## config.mk

```make
export PLATFORM = sky130hd
export DESIGN_NAME = display_scanner
export DESIGN_NICKNAME = d
export VERILOG_FILES = /design/src/rtl/display_scanner.sv
export SDC_FILE = /design/constraint.sdc
export NUM_CORES = 1
export LEC_CHECK = 0
export BUFFER_PORTS_ARGS = -buffer_cell sky130_fd_sc_hd__buf_2
export CAP_MARGIN = 20
export CORE_MARGIN = 2
export CORE_UTILIZATION = 54
export CTS_BUF_LIST = sky130_fd_sc_hd__clkbuf_8 sky130_fd_sc_hd__clkbuf_16
export DETAILED_ROUTE_END_ITERATION = 16
export PLACE_DENSITY = 0.83
export SETUP_SLACK_MARGIN = 0.3
export SKIP_LAST_GASP = 1
export SLEW_MARGIN = 15
export SYNTH_ARGS = -nofsm -noshare
export SYNTH_HDL_FRONTEND = slang
export SYNTH_SLANG_ARGS = --single-unit
```

## constraint.sdc

```tcl
create_clock -name i_clk -period 3 [get_ports i_clk]
set_clock_uncertainty 0.05 [all_clocks]
set_input_delay 0.45 -clock i_clk [delete_from_list [all_inputs] [get_ports i_clk]]
set_output_delay 0.45 -clock i_clk [all_outputs]
set_load 0.03 [all_outputs]
```

## src/rtl/display_scanner.sv

```systemverilog
// VGA raster scanner: walks 640x480 timing, emits cell/pixel coords to the
// display ROMs and registers their colour onto the DAC pins with syncs.
module display_scanner #(
  parameter int GRID   = 10,
  parameter int H_VIS  = 640,
  parameter int H_FP   = 16,
  parameter int H_SYNC = 96,
  parameter int H_BP   = 48,
  parameter int V_VIS  = 480,
  parameter int V_FP   = 10,
  parameter int V_SYNC = 2,
  parameter int V_BP   = 33
) (
  input  logic        i_clk,
  input  logic        i_rst_n,
  input  logic [23:0] i_rgb,
  output logic [5:0]  o_game_x,
  output logic [5:0]  o_game_y,
  output logic [3:0]  o_grid_x,
  output logic [3:0]  o_grid_y,
  output logic        o_visible,
  output logic        o_frame_start,
  output logic [7:0]  o_vga_r,
  output logic [7:0]  o_vga_g,
  output logic [7:0]  o_vga_b,
  output logic        o_vga_hs,
  output logic        o_vga_vs,
  output logic        o_vga_blank_n,
  output logic        o_vga_sync_n
);

  localparam int H_TOTAL = H_VIS + H_FP + H_SYNC + H_BP;
  localparam int V_TOTAL = V_VIS + V_FP + V_SYNC + V_BP;
  localparam int HW = $clog2(H_TOTAL);
  localparam int VW = $clog2(V_TOTAL);

  localparam logic [HW-1:0] H_LAST = HW'(H_TOTAL - 1);
  localparam logic [HW-1:0] H_VLST = HW'(H_VIS - 1);
  localparam logic [HW-1:0] H_VISW = HW'(H_VIS);
  localparam logic [HW-1:0] HS_ON  = HW'(H_VIS + H_FP);
  localparam logic [HW-1:0] HS_OFF = HW'(H_VIS + H_FP + H_SYNC);
  localparam logic [VW-1:0] V_LAST = VW'(V_TOTAL - 1);
  localparam logic [VW-1:0] V_VLST = VW'(V_VIS - 1);
  localparam logic [VW-1:0] V_VISW = VW'(V_VIS);
  localparam logic [VW-1:0] VS_ON  = VW'(V_VIS + V_FP);
  localparam logic [VW-1:0] VS_OFF = VW'(V_VIS + V_FP + V_SYNC);
  localparam logic [3:0]    G_LAST = 4'(GRID - 1);

  if (H_VIS / GRID > 64 || V_VIS / GRID > 64 || GRID > 16) begin : g_bad
    $error("display_scanner: cell grid exceeds coordinate widths");
  end

  logic          run_q;
  logic [HW-1:0] h_q, h_d;
  logic [VW-1:0] v_q, v_d;
  logic [5:0]    gx_q, gx_d, gy_q, gy_d;
  logic [3:0]    cx_q, cx_d, cy_q, cy_d;
  logic          fs_q;
  logic [23:0]   rgb_q;
  logic          hs_q, vs_q, blank_q;
  logic          h_wrap, v_wrap, vis_pin;

  assign h_wrap    = (h_q == H_LAST);
  assign v_wrap    = (v_q == V_LAST);
  assign o_visible = (h_q < H_VISW) && (v_q < V_VISW);
  // The release edge only arms the scanner so (0,0) is presented for a full cycle.
  assign vis_pin   = o_visible && run_q;

  always_comb begin
    h_d  = h_q;
    v_d  = v_q;
    gx_d = gx_q;
    cx_d = cx_q;
    gy_d = gy_q;
    cy_d = cy_q;
    if (run_q) begin
      h_d = h_wrap ? '0 : h_q + 1'b1;
      if (h_wrap)
        v_d = v_wrap ? '0 : v_q + 1'b1;
      if (h_wrap || h_q == H_VLST) begin
        gx_d = '0;
        cx_d = '0;
      end else if (h_q < H_VISW) begin
        if (cx_q == G_LAST) begin
          cx_d = '0;
          gx_d = gx_q + 1'b1;
        end else begin
          cx_d = cx_q + 1'b1;
        end
      end
      if (h_wrap) begin
        if (v_wrap || v_q == V_VLST) begin
          gy_d = '0;
          cy_d = '0;
        end else if (v_q < V_VISW) begin
          if (cy_q == G_LAST) begin
            cy_d = '0;
            gy_d = gy_q + 1'b1;
          end else begin
            cy_d = cy_q + 1'b1;
          end
        end
      end
    end
  end

  always_ff @(posedge i_clk or negedge i_rst_n) begin
    if (!i_rst_n) begin
      run_q   <= 1'b0;
      h_q     <= '0;
      v_q     <= '0;
      gx_q    <= '0;
      cx_q    <= '0;
      gy_q    <= '0;
      cy_q    <= '0;
      fs_q    <= 1'b0;
      rgb_q   <= '0;
      hs_q    <= 1'b1;
      vs_q    <= 1'b1;
      blank_q <= 1'b0;
    end else begin
      run_q   <= 1'b1;
      h_q     <= h_d;
      v_q     <= v_d;
      gx_q    <= gx_d;
      cx_q    <= cx_d;
      gy_q    <= gy_d;
      cy_q    <= cy_d;
      fs_q    <= (h_d == '0) && (v_d == '0);
      rgb_q   <= vis_pin ? i_rgb : 24'h0;
      hs_q    <= !(h_q >= HS_ON && h_q < HS_OFF);
      vs_q    <= !(v_q >= VS_ON && v_q < VS_OFF);
      blank_q <= vis_pin;
    end
  end

  assign o_game_x      = gx_q;
  assign o_game_y      = gy_q;
  assign o_grid_x      = cx_q;
  assign o_grid_y      = cy_q;
  assign o_frame_start = fs_q;
  assign o_vga_r       = rgb_q[23:16];
  assign o_vga_g       = rgb_q[15:8];
  assign o_vga_b       = rgb_q[7:0];
  assign o_vga_hs      = hs_q;
  assign o_vga_vs      = vs_q;
  assign o_vga_blank_n = blank_q;
  assign o_vga_sync_n  = 1'b0;

endmodule

```

Yosys cells after proc, flatten, opt, wreduce, memory -nomap -nowiden:

Index checks and enable logic that the tools add are counted.

* add/sub/neg operators: 6
* magnitude comparators: 6
* equality and inequality tests: 6
* multiplexer cells: 18
* reduce and logical (&&, ||, !) cells: 19

Operators with widths (count)
* 10-bit 2-to-1 mux: 5
* 6-bit 2-to-1 mux: 6
* 10-bit == test, second input constant: 3
* 24-bit 2-to-1 mux: 1
* 4-bit 2-to-1 mux: 6
* 10-bit by 1-bit adder with 10-bit output, second input constant: 2
* 10-bit logical NOT: 2
* 10-bit < comparator, second input constant: 2
* 10-bit by 9-bit < comparator with 1-bit output, second input constant: 2
* 6-bit by 1-bit adder with 6-bit output, second input constant: 2
* 10-bit by 9-bit == test with 1-bit output, second input constant: 1
* 10-bit >= comparator, second input constant: 1
* 10-bit by 9-bit >= comparator with 1-bit output, second input constant: 1
* 4-bit by 1-bit adder with 4-bit output, second input constant: 2
* 4-bit == test, second input constant: 2
* 2-bit nonzero test: 4
* 3-bit AND reduction: 2
* 1-bit logical AND: 5
* 4-bit AND reduction: 1
* 1-bit logical NOT: 2
* 1-bit logical OR: 2
* 2-bit AND reduction: 1

* register bits: 69
* output and inout port bits: 50
* logic and storage cells: 67

Longest topological paths before layout:

* depth in word-level cells: 6
* mapped depth: 8

Least setup slack after synthesis:

No wires, ideal clock.

* path kind: reg-to-reg
* start: register v_q[0]
* end: register gy_q[3], in the netlist o_game_y[3]
* setup time: 78 ps
* arrival time: 1994 ps
* data required time: 2872 ps
* setup slack: 878 ps
* stages on the path, launching flop included: 8
* path buffers: 0
* cells stage by stage: dfrtp_1 > ha_1 > nand4_1 > nor4_1 > nor2_1 > a21o_4 > or3_1 > a21oi_1

* word-level cells in the longest chain between the ends: 4
* elaborated cells between the ends (all ways): 8

Ends and longest elaborated chain
* from (decl): line 55 `logic [VW-1:0] v_q, v_d;`
* from (signal assigned): line 124 `v_q <= v_d;`
* parallel branches: the longest is 4 deep, another holds 10-bit by 9-bit < comparator with 1-bit output
* to (signal assigned): line 127 `gy_q <= gy_d;`
* to (decl): line 56 `logic [5:0] gx_q, gx_d, gy_q, gy_d;`

Parallel ways; which one is timed is not known.
A chain may end at the register's enable or synchronous reset.

Worst setup path after layout:

* start: register h_q[5]
* end: register gx_q[3], in the netlist o_game_x[3]

* word-level cells in the longest chain between the ends: 4
* elaborated cells between the ends (all ways): 8

Ends and longest elaborated chain
* from (decl): line 54 `logic [HW-1:0] h_q, h_d;`
* from (signal assigned): line 110 `h_q <= '0;`
* from (signal assigned): line 123 `h_q <= h_d;`
* parallel branches: the longest is 4 deep, another holds 10-bit < comparator
* to (signal assigned): line 125 `gx_q <= gx_d;`
* to (decl): line 56

Parallel ways; which one is timed is not known.

==> out/results.ini <==
[status]
status=finished clean

[route]
num_vias=2666
drtAntennaViolNets=0
drt_iter0_drc=164
routedLengthMet1_um=3020
dr.max_layer_used=met4
wirelength_um=6930
wl_met2_um=3260
firstDrtPassIters=4
met3_wirelength_um=552
viasPerCell=5.50
drc=0
wl_per_cell_um=14.3

[worst_setup_path]
cp.required_ps=3200
critPathMaxFanout=8
cp-end-kind=register
crit_type=register to register
arrival_ps=2600
crit_path_start_kind=register

[finish]
n_antenna_cell=0
final-seq-area_um2=1730
drive_gt1_frac=0.271
nets=441
final.fill_count=466
syn2layout_area_growth_pct=20.0
multiInputGateArea_um2=1510

[floorplanning]
die_w_um=82.8
ios=76
initial_utilization=0.563
core_area_um2=5960
num_rows=28
die_h_um=82.8
die_area_um2=6860

[grt]
grt_max_degree=70
overflow=0
grt_usage=0.209
grt_pass1_vias=2553
grt_antenna_before_repair=0
grt_pass1_wl_um=11600

[timing]
fmax_mhz=416
hold_violations=0
rsz0062_at_grt=false
finalCriticalPeriod_ps=2400
setup_viol=0
tns_ps=0
drv_slew=0
fin_crit_sh=0.801
slew_headroom=0.448
tightest_slew_ps=828

[min_path]
hold_class=input pin to asynchronous set/reset pin

[yosys]
synth_fp_nets=366
avgSynthCellArea_um2=10.2
ys_seq_elements=69
ys_async_sr_fraction=1.00
synth-main-ff-cell=dfrtp_1
synth_edf_count=0
synth.distinct_cells=56
ys_seq_area_frac=0.515
yosysWarningCount=0
netlist_area_um2=3360
synthCells=330

[power]
powerDensity_nw_per_um2=635
peakVddDrop_mv=0.450
p_leak_nw=1.91
finalPower_mw=2.56

[clock_tree]
cts_setup_buffers=0
htree_num_levels=3
clockBufferDepth=2
cts.sinks=69
cts_resized=0
clock_latency_ps=340
cts_tree=yes
numCtsBuffers=9
path_clk_slew_ps=80
hold_buffers=0
cts_root_buffer=clkbuf_8

[placement]
gp_congestion=0.845
io_buffer_count=74
dp_hpwl_um=4980

[run]
maxCapViolations=0

==> state kept, by name, summed over array words and instances (netlist names), 4 cells and up <==
| signal | flops |
|---|---|
| rgb_q | 24 |
| v_q | 10 |
| o_grid_x | 4 |
| o_game_x | 6 |
| o_game_y | 6 |
| h_q | 10 |
| o_grid_y | 4 |
==> power by group <==
group	leakage [nW]	total, mW	internal [mW]	switching [mW]
Combinational	0.876	0.464	0.171	0.294
Sequential	0.908	1.13	1.02	0.112
Clock	0.126	0.960	0.599	0.361
Total	1.91	2.56	1.79	0.767
==> cell usage in the layout, fill, tap and decap left out, types with 4 or more instances in the layout <==
master / count
a21oi_1: 7
nand3_1: 11
xor2_1: 9
clkbuf_8: 11
inv_1: 13
nand4_1: 12
dfrtp_1: 67
buf_2: 74
nor2_1: 22
or3_1: 7
and3_1: 4
xnor2_1: 9
o21ai_0: 26
o31ai_1: 6
ha_1: 10
nand2_1: 32
and2_1: 27
==> worst paths after layout <==
check | to | slack, ps | startpoint | depth (start not counted)
worst max-delay path | o_game_x[3] | 600 | h_q[5] | 6
worst min-delay path | o_game_x[4] | 240 | i_rst_n | 2
worst max register to register | o_game_x[3] | 600 | h_q[5] | 6
worst min register to register | o_grid_x[3] | 470 | o_grid_x[3] | 1
max in group asynchronous | v_q[1] | 2130 | i_rst_n | 2
min in group i_clk | rgb_q[14] | 250 | i_rgb[14] | 2
==> cell type report <==
type,count,share of cell area
Multi-Input combinational cell,235,0.374
Inverter,13,0.0121
Sequential cell,69,0.429
Clock inverter,5,0.0264
Timing Repair Buffer,77,0.0975
Tap cell,75,0.0233
Clock buffer,11,0.0376
==> through the flow <==
step	cells	util	setup slack, ps	instance area, µm²	hold slack (ps)
floorplan	330	-	878	3360	104
global placement	469	0.633	721	3770	450
detailed placement	469	0.633	622	3770	451
CTS	485	0.676	606	4030	240
global route	485	0.676	415	4030	244
finish	485	0.676	598	4030	242
==> layer usage <==
| layer | vias up | track usage |
|---|---|---|
| li1 | 1297 | - |
| met1 | 1259 | 0.270 |
| met2 | 98 | 0.316 |
| met3 | 12 | 0.0785 |
| met4 | 0 | 0.0909 |
| met5 | - | 0 |
==> Yosys cell counts, drive strengths merged (2+ instances only) <==
cell,instances,area [µm²]
a2111oi,2,30.0
a21oi,8,43.8
a31o,2,17.5
and2,27,169
and3,4,25.0
buf,7,50.1
clkbuf,6,22.5
conb,2,7.51
dfrtp,67,1680
dfstp,2,52.6
ha,10,125
inv,13,48.8
nand2,33,126
nand2b,3,18.8
nand3,11,55.1
nand3b,3,22.5
nand4,12,75.1
nand4b,3,26.3
nor2,23,88.8
nor2b,3,18.8
nor3,2,15.0
nor4,3,31.3
o21a,2,15.0
o21ai,28,140
o22ai,2,12.5
o31ai,6,45.0
o41ai,2,17.5
or2,3,18.8
or3,8,55.1
xnor2,9,78.8
xor2,9,78.8
==> worst max-delay path, stage by stage (launching register included) <==
cell      delay [ps]
dfrtp_1          470
or3b_4           460
a211oi_2         420
o21bai_2         290
nand2_2          130
or2_0            250
o31ai_1          230
==> cells by family after synthesis <==
group                    synth area share
AO/OA/AOI/OAI                       0.123
other                             0.00224
flip-flops                          0.515
XOR/XNOR                           0.0470
adder cells (fa/ha/maj)            0.0373
AND/OR/NAND/NOR                     0.239
buffers and inverters              0.0362
Power figures use the tool's default switching activity.
